==> src/rtl/pll_lock_sequencer.sv <==
// ---------------------------------------------------------------------------
// pll_lock_sequencer
//
// Sequences an iCE40 PLL from the reference-clock side. It pulses the PLL
// RESETB pin, waits for LOCK to be stable, and retries a bounded number of
// times before giving up. It also offers a bypass path. The downstream PLL
// clock domain stays in reset until lock has been proven.
// Everything runs on the reference clock.
//
// Parameters
//   RESET_HOLD   : cycles pll_resetb is held low per (re)start      (>= 1)
//   LOCK_STABLE  : consecutive synchronized lock-high cycles needed (>= 1)
//   LOCK_TIMEOUT : cycles allowed per lock attempt (> LOCK_STABLE)
//   MAX_RETRIES  : timeouts tolerated before FAIL                   (>= 1)
//
// Ports
//   clk         in  reference clock (also the PLL REFERENCECLK)
//   reset       in  asynchronous active-low reset
//   bypass_req  in  synchronous request to bypass the PLL
//   lock        in  PLL LOCK, asynchronous to clk
//   pll_resetb  out PLL RESETB (active-low)
//   pll_bypass  out PLL BYPASS
//   rst_out_n   out active-low reset for the PLL output clock domain
//   locked      out high only while running on a proven lock
//   fail        out high only after the retry budget is exhausted
//   retry_count out timeouts since the last RUN entry or BYPASS exit
// ---------------------------------------------------------------------------
module pll_lock_sequencer #(
  parameter int RESET_HOLD   = 4,
  parameter int LOCK_STABLE  = 16,
  parameter int LOCK_TIMEOUT = 64,
  parameter int MAX_RETRIES  = 3,
  localparam int RW = $clog2(MAX_RETRIES + 1)
) (
  input  logic          clk,
  input  logic          reset,
  input  logic          bypass_req,
  input  logic          lock,
  output logic          pll_resetb,
  output logic          pll_bypass,
  output logic          rst_out_n,
  output logic          locked,
  output logic          fail,
  output logic [RW-1:0] retry_count
);

  localparam int MAX_AB  = (RESET_HOLD > LOCK_STABLE) ? RESET_HOLD : LOCK_STABLE;
  localparam int CNT_MAX = (MAX_AB > LOCK_TIMEOUT) ? MAX_AB : LOCK_TIMEOUT;
  localparam int CW      = $clog2(CNT_MAX + 1);

  localparam logic [CW-1:0] HOLD_C    = CW'(RESET_HOLD);
  localparam logic [CW-1:0] STABLE_C  = CW'(LOCK_STABLE);
  localparam logic [CW-1:0] TIMEOUT_C = CW'(LOCK_TIMEOUT);
  localparam logic [RW-1:0] RETRY_C   = RW'(MAX_RETRIES);

  typedef enum logic [2:0] {
    ST_HOLD,
    ST_WAIT_LOCK,
    ST_STABLE,
    ST_RUN,
    ST_FAIL,
    ST_BYPASS
  } state_t;

  state_t        state_reg, state_next;
  logic [CW-1:0] hold_cnt_reg, hold_cnt_next;
  logic [CW-1:0] stable_cnt_reg, stable_cnt_next;
  logic [CW-1:0] timeout_cnt_reg, timeout_cnt_next;
  logic [RW-1:0] retry_reg, retry_next;
  logic          lock_meta_reg, lock_s_reg;

  logic [CW-1:0] hold_inc, stable_inc, timeout_inc;
  logic [RW-1:0] retry_inc;
  logic          retry_exhausted;

  logic pll_resetb_next, pll_bypass_next, rst_out_n_next, locked_next, fail_next;

  // Saturating increments: counters park at their terminal value, never wrap.
  assign hold_inc        = (hold_cnt_reg    >= HOLD_C)    ? hold_cnt_reg    : hold_cnt_reg    + CW'(1);
  assign stable_inc      = (stable_cnt_reg  >= STABLE_C)  ? stable_cnt_reg  : stable_cnt_reg  + CW'(1);
  assign timeout_inc     = (timeout_cnt_reg >= TIMEOUT_C) ? timeout_cnt_reg : timeout_cnt_reg + CW'(1);
  assign retry_inc       = (retry_reg       >= RETRY_C)   ? retry_reg       : retry_reg       + RW'(1);
  assign retry_exhausted = (retry_inc >= RETRY_C);

  assign retry_count = retry_reg;

  always_comb begin
    state_next       = state_reg;
    hold_cnt_next    = hold_cnt_reg;
    stable_cnt_next  = stable_cnt_reg;
    timeout_cnt_next = timeout_cnt_reg;
    retry_next       = retry_reg;

    if (bypass_req) begin
      // Bypass overrides every other transition, including leaving FAIL.
      state_next = ST_BYPASS;
    end else begin
      case (state_reg)
        ST_HOLD: begin
          if (hold_inc >= HOLD_C) begin
            state_next       = ST_WAIT_LOCK;
            hold_cnt_next    = '0;
            stable_cnt_next  = '0;
            timeout_cnt_next = '0;
          end else begin
            hold_cnt_next = hold_inc;
          end
        end

        ST_WAIT_LOCK: begin
          timeout_cnt_next = timeout_inc;
          if (lock_s_reg) begin
            stable_cnt_next = CW'(1);
            if (STABLE_C <= CW'(1)) begin
              state_next = ST_RUN;
              retry_next = '0;
            end else begin
              state_next = ST_STABLE;
            end
          end else if (timeout_inc >= TIMEOUT_C) begin
            retry_next    = retry_inc;
            hold_cnt_next = '0;
            state_next    = retry_exhausted ? ST_FAIL : ST_HOLD;
          end
        end

        // The timeout counter keeps running through STABLE and is never
        // cleared by a lock drop. The deadline bounds the whole attempt, so
        // a lock that keeps bouncing cannot postpone the retry forever.
        ST_STABLE: begin
          timeout_cnt_next = timeout_inc;
          if (lock_s_reg && (stable_inc >= STABLE_C)) begin
            state_next = ST_RUN;
            retry_next = '0;
          end else if (timeout_inc >= TIMEOUT_C) begin
            retry_next    = retry_inc;
            hold_cnt_next = '0;
            state_next    = retry_exhausted ? ST_FAIL : ST_HOLD;
          end else if (!lock_s_reg) begin
            state_next      = ST_WAIT_LOCK;
            stable_cnt_next = '0;
          end else begin
            stable_cnt_next = stable_inc;
          end
        end

        // A lock loss while running restarts the PLL without spending retries.
        ST_RUN: begin
          if (!lock_s_reg) begin
            state_next    = ST_HOLD;
            hold_cnt_next = '0;
          end
        end

        ST_FAIL: begin
          state_next = ST_FAIL;
        end

        ST_BYPASS: begin
          state_next       = ST_HOLD;
          hold_cnt_next    = '0;
          stable_cnt_next  = '0;
          timeout_cnt_next = '0;
          retry_next       = '0;
        end

        default: begin
          state_next = ST_HOLD;
        end
      endcase
    end

    // Outputs are decoded from the next state so they move on the same edge
    // as the transition.
    pll_resetb_next = (state_next == ST_WAIT_LOCK) || (state_next == ST_STABLE) ||
                      (state_next == ST_RUN);
    pll_bypass_next = (state_next == ST_BYPASS);
    rst_out_n_next  = (state_next == ST_RUN) || (state_next == ST_BYPASS);
    locked_next     = (state_next == ST_RUN);
    fail_next       = (state_next == ST_FAIL);
  end

  always_ff @(posedge clk or negedge reset) begin
    if (!reset) begin
      lock_meta_reg   <= 1'b0;
      lock_s_reg      <= 1'b0;
      state_reg       <= ST_HOLD;
      hold_cnt_reg    <= '0;
      stable_cnt_reg  <= '0;
      timeout_cnt_reg <= '0;
      retry_reg       <= '0;
      pll_resetb      <= 1'b0;
      pll_bypass      <= 1'b0;
      rst_out_n       <= 1'b0;
      locked          <= 1'b0;
      fail            <= 1'b0;
    end else begin
      // Two-flop synchronizer; the FSM only ever looks at lock_s_reg.
      lock_meta_reg   <= lock;
      lock_s_reg      <= lock_meta_reg;
      state_reg       <= state_next;
      hold_cnt_reg    <= hold_cnt_next;
      stable_cnt_reg  <= stable_cnt_next;
      timeout_cnt_reg <= timeout_cnt_next;
      retry_reg       <= retry_next;
      pll_resetb      <= pll_resetb_next;
      pll_bypass      <= pll_bypass_next;
      rst_out_n       <= rst_out_n_next;
      locked          <= locked_next;
      fail            <= fail_next;
    end
  end

endmodule

==> config.mk <==
export PLATFORM = sky130hd
export DESIGN_NAME = pll_lock_sequencer
export DESIGN_NICKNAME = d
export VERILOG_FILES = /design/src/rtl/pll_lock_sequencer.sv
export SDC_FILE = /design/constraint.sdc
export NUM_CORES = 1
export LEC_CHECK = 0
export ABC_CLOCK_PERIOD_IN_PS = 2100
export BUFFER_PORTS_ARGS = -buffer_cell sky130_fd_sc_hd__buf_2
export CAP_MARGIN = 10
export CORE_AREA = 2 2 71 73
export CTS_CLUSTER_DIAMETER = 100
export CTS_CLUSTER_SIZE = 14
export DETAILED_ROUTE_END_ITERATION = 6
export DIE_AREA = 0 0 73 75
export HOLD_SLACK_MARGIN = 0.02
export PLACE_DENSITY = 0.65
export SYNTH_ARGS = -nofsm -noshare
export SYNTH_HDL_FRONTEND = slang
export SYNTH_SLANG_ARGS = --single-unit
export TNS_END_PERCENT = 10
==> constraint.sdc <==
create_clock -name clk -period 2.1 [get_ports clk]
set_input_delay 0.63 -clock clk [delete_from_list [all_inputs] [get_ports clk]]
set_output_delay 0.63 -clock clk [all_outputs]
set_load 0.005 [all_outputs]
==> impl_metrics.json <==
{
  "cap_violations": 0,
  "drive_gt1_share_pct": 19.4,
  "worst_slew_pin_slew_ns": 0.704,
  "netlist_instances": 179,
  "slowest_stage": "or4_4",
  "core-area_um2": 4660,
  "end_kind": "flop",
  "viasPerCell": 5.38,
  "worstSetupPathType": "flop to flop",
  "drcViolationCount": 0,
  "final_net_count": 205,
  "cts_made_buffers": 5,
  "arrival_ns": 2.16,
  "port_buffers": 10,
  "cts_tree": "yes",
  "dr.pass1.iters": 4,
  "power-per-cell-area_nw_per_um2": 743,
  "async_flop_share_pct": 100,
  "synth_edf_count": 0,
  "rsz0062_at_grt": "no",
  "io_pins": 11,
  "yosysWarnings": 0,
  "rows": 25,
  "syn_to_final_growth_pct": 11.5,
  "max_freq_mhz": 501,
  "routedWlPerCell_um": 13.3,
  "hold_buffers": 0,
  "start_util_pct": 38.9,
  "max-slew-margin-rel_pct": 53.1,
  "dpl-instance-area_um2": 1940,
  "fp.dieH_um": 75,
  "diodes": 0,
  "antenna_left": 0,
  "hp-class": "flop to flop",
  "clock-root-buffer": "clkbuf_8",
  "synth-seq-cells": 33,
  "cp.required_ns": 2.26,
  "antenna_found_initial": 0,
  "grt-ovfl-total": 0,
  "vias": 1346,
  "fin_crit_ns": 2.00,
  "clock_sinks": 33,
  "leakagePower_uw": 0.000917,
  "outcome": "finished clean",
  "start_kind": "flop",
  "wl_mm": 3.32,
  "post-route-period-util_pct": 95.1,
  "num-fill-cells": 435,
  "crit_family": "compound AO/OA/AOI/OAI gates",
  "clkTransAtPathRegs_ns": 0.07,
  "fp.dieArea_um2": 5480,
  "grt_pass1_vias": 1295,
  "dp_hpwl_mm": 2.42,
  "grt_max_degree": 34,
  "clockBufferDepth": 2,
  "synth_nets": 189,
  "finalHoldViolations": 0,
  "drt-initial-drc-count": 78,
  "cts_max_level": 2,
  "clk_latency_ns": 0.28,
  "worstPathMaxFanout": 8,
  "crit_chain": "ha_1, or4_4, o21ai_4, a21o_4, nor3_1, o32a_1",
  "path_buf_inv": 0,
  "fin_area_um2": 2020,
  "place.gp.congestion": 0.822,
  "grtUsageTotal_pct": 14.2,
  "die_x_um": 73,
  "fin_worst_skew_ns": 0.00569,
  "synth_area_per_cell_um2": 10.1,
  "synth-seq-area-share_pct": 45.5,
  "grt_pass1_wl_mm": 6.00,
  "yosys.cell_types.count": 51,
  "slowest_delay_ns": 0.50,
  "maxSlewViolCount": 0,
  "setup_viol": 0,
  "ys.flop_type": "dfrtp_1",
  "vdd_drop_max_v": 0.000415,
  "setup_tns_ns": 0,
  "final_core_util_pct": 43.4,
  "syn_area_um2": 1810
}
[area by class of cell]
type	instances	area, um2	area share, %
well taps	54	67.6	3.34
repair buffers	17	103	5.08
multi-input cells	125	893	44.2
clock inverters	2	10.0	0.495
inverters	13	48.8	2.41
flip-flops and latches	33	826	40.9
clock buffers	6	72.6	3.59
[cells in the mapped netlist, drive strengths merged (3+ instances only)]
| library cell | count | area [um2] |
|---|---|---|
| dfrtp | 33 | 826 |
| a21oi | 16 | 98.9 |
| nor2 | 15 | 58.8 |
| inv | 13 | 48.8 |
| o21ai | 9 | 56.3 |
| nand2 | 8 | 30.0 |
| nor2b | 7 | 43.8 |
| ha | 6 | 75.1 |
| nand3 | 6 | 30.0 |
| nor3 | 6 | 41.3 |
| a2111oi | 5 | 62.6 |
| buf | 5 | 36.3 |
| xnor2 | 5 | 43.8 |
| or3 | 4 | 25.0 |
| a211oi | 3 | 27.5 |
| clkbuf | 3 | 11.3 |
| nand2b | 3 | 18.8 |
| o21a | 3 | 22.5 |
| o31ai | 3 | 22.5 |
[layout by cell type, fill, tap and decap left out, types with 3 or more instances in the layout]
cell / instances
a2111oi_0: 4
a21oi_1: 13
buf_2: 10
buf_4: 7
clkbuf_8: 5
dfrtp_1: 33
ha_1: 6
inv_1: 13
nand2_1: 8
nand2b_1: 3
nand3_1: 6
nor2_1: 14
nor2b_1: 7
nor3_1: 5
o21a_1: 3
o21ai_0: 6
o31ai_1: 3
or3_1: 4
xnor2_1: 5
[what timing repair did]
| item | 4_1_cts | 5_1_grt |
|---|---|---|
| setup buffers | 0 | 0 |
| resized for setup | 0 | 1 |
| endpoints found under the setup margin | 0 | 1 |
[path summary, 6_finish.rpt]
kind                       slack, ns                       endpoint  cells past startpoint                   startpoint
setup / recovery                0.10  stable_cnt_reg[0]$_DFFE_PN0P_                      6  hold_cnt_reg[0]$_DFFE_PN0P_
hold / removal                  0.35           lock_s_reg$_DFF_PN0_                      0      lock_meta_reg$_DFF_PN0_
setup reg to reg                0.10  stable_cnt_reg[0]$_DFFE_PN0P_                      6  hold_cnt_reg[0]$_DFFE_PN0P_
hold reg to reg                 0.35           lock_s_reg$_DFF_PN0_                      0      lock_meta_reg$_DFF_PN0_
max in group asynchronous       1.25    hold_cnt_reg[0]$_DFFE_PN0P_                      1                        reset
min in group asynchronous       0.39  stable_cnt_reg[1]$_DFFE_PN0P_                      1                        reset
[power breakdown]
part	total (uW)	switching, uW	internal [uW]
Sequential	743	48.8	694
Combinational	309	172	137
Clock	450	221	229
Total	1500	441	1060
[stage by stage]
| stage | setup slack, ns | std cells | hold slack (ns) | total power, uW |
|---|---|---|---|---|
| 2_1_floorplan | 0.214 | 179 | 0.331 | 965 |
| 5_1_grt | 0.00505 | 250 | 0.357 | 1610 |
| 3_3_place_gp | 0.157 | 242 | 0.335 | 1060 |
| 6_report | 0.104 | 250 | 0.349 | 1500 |
| 4_1_cts | 0.104 | 250 | 0.352 | 1530 |
| 3_5_place_dp | 0.113 | 242 | 0.336 | 1060 |
[cells by family (layout without fill, tap and decap cells)]
| logic type | count (synthesis) | count (layout) | synth area share [%] |
|---|---|---|---|
| and+or+nand+nor | 63 | 63 | 20.2 |
| AOI/OAI and AO/OA | 50 | 50 | 21.8 |
| DFF | 33 | 33 | 45.5 |
| buffers and inverters | 21 | 38 | 5.31 |
| adders and majority gates | 6 | 6 | 4.14 |
| xor gates and xnor gates | 5 | 5 | 2.42 |
| muxes | 1 | 1 | 0.552 |
[metal layers]
layer	vias up	global-route usage (%)	wire length [um]
met2	28	22.4	1610
met4	0	4.94	19
met5	-	0	0
met3	2	4.02	144
met1	651	18.7	1540
li1	665	-	-
Power figures use the tool's default switching activity.
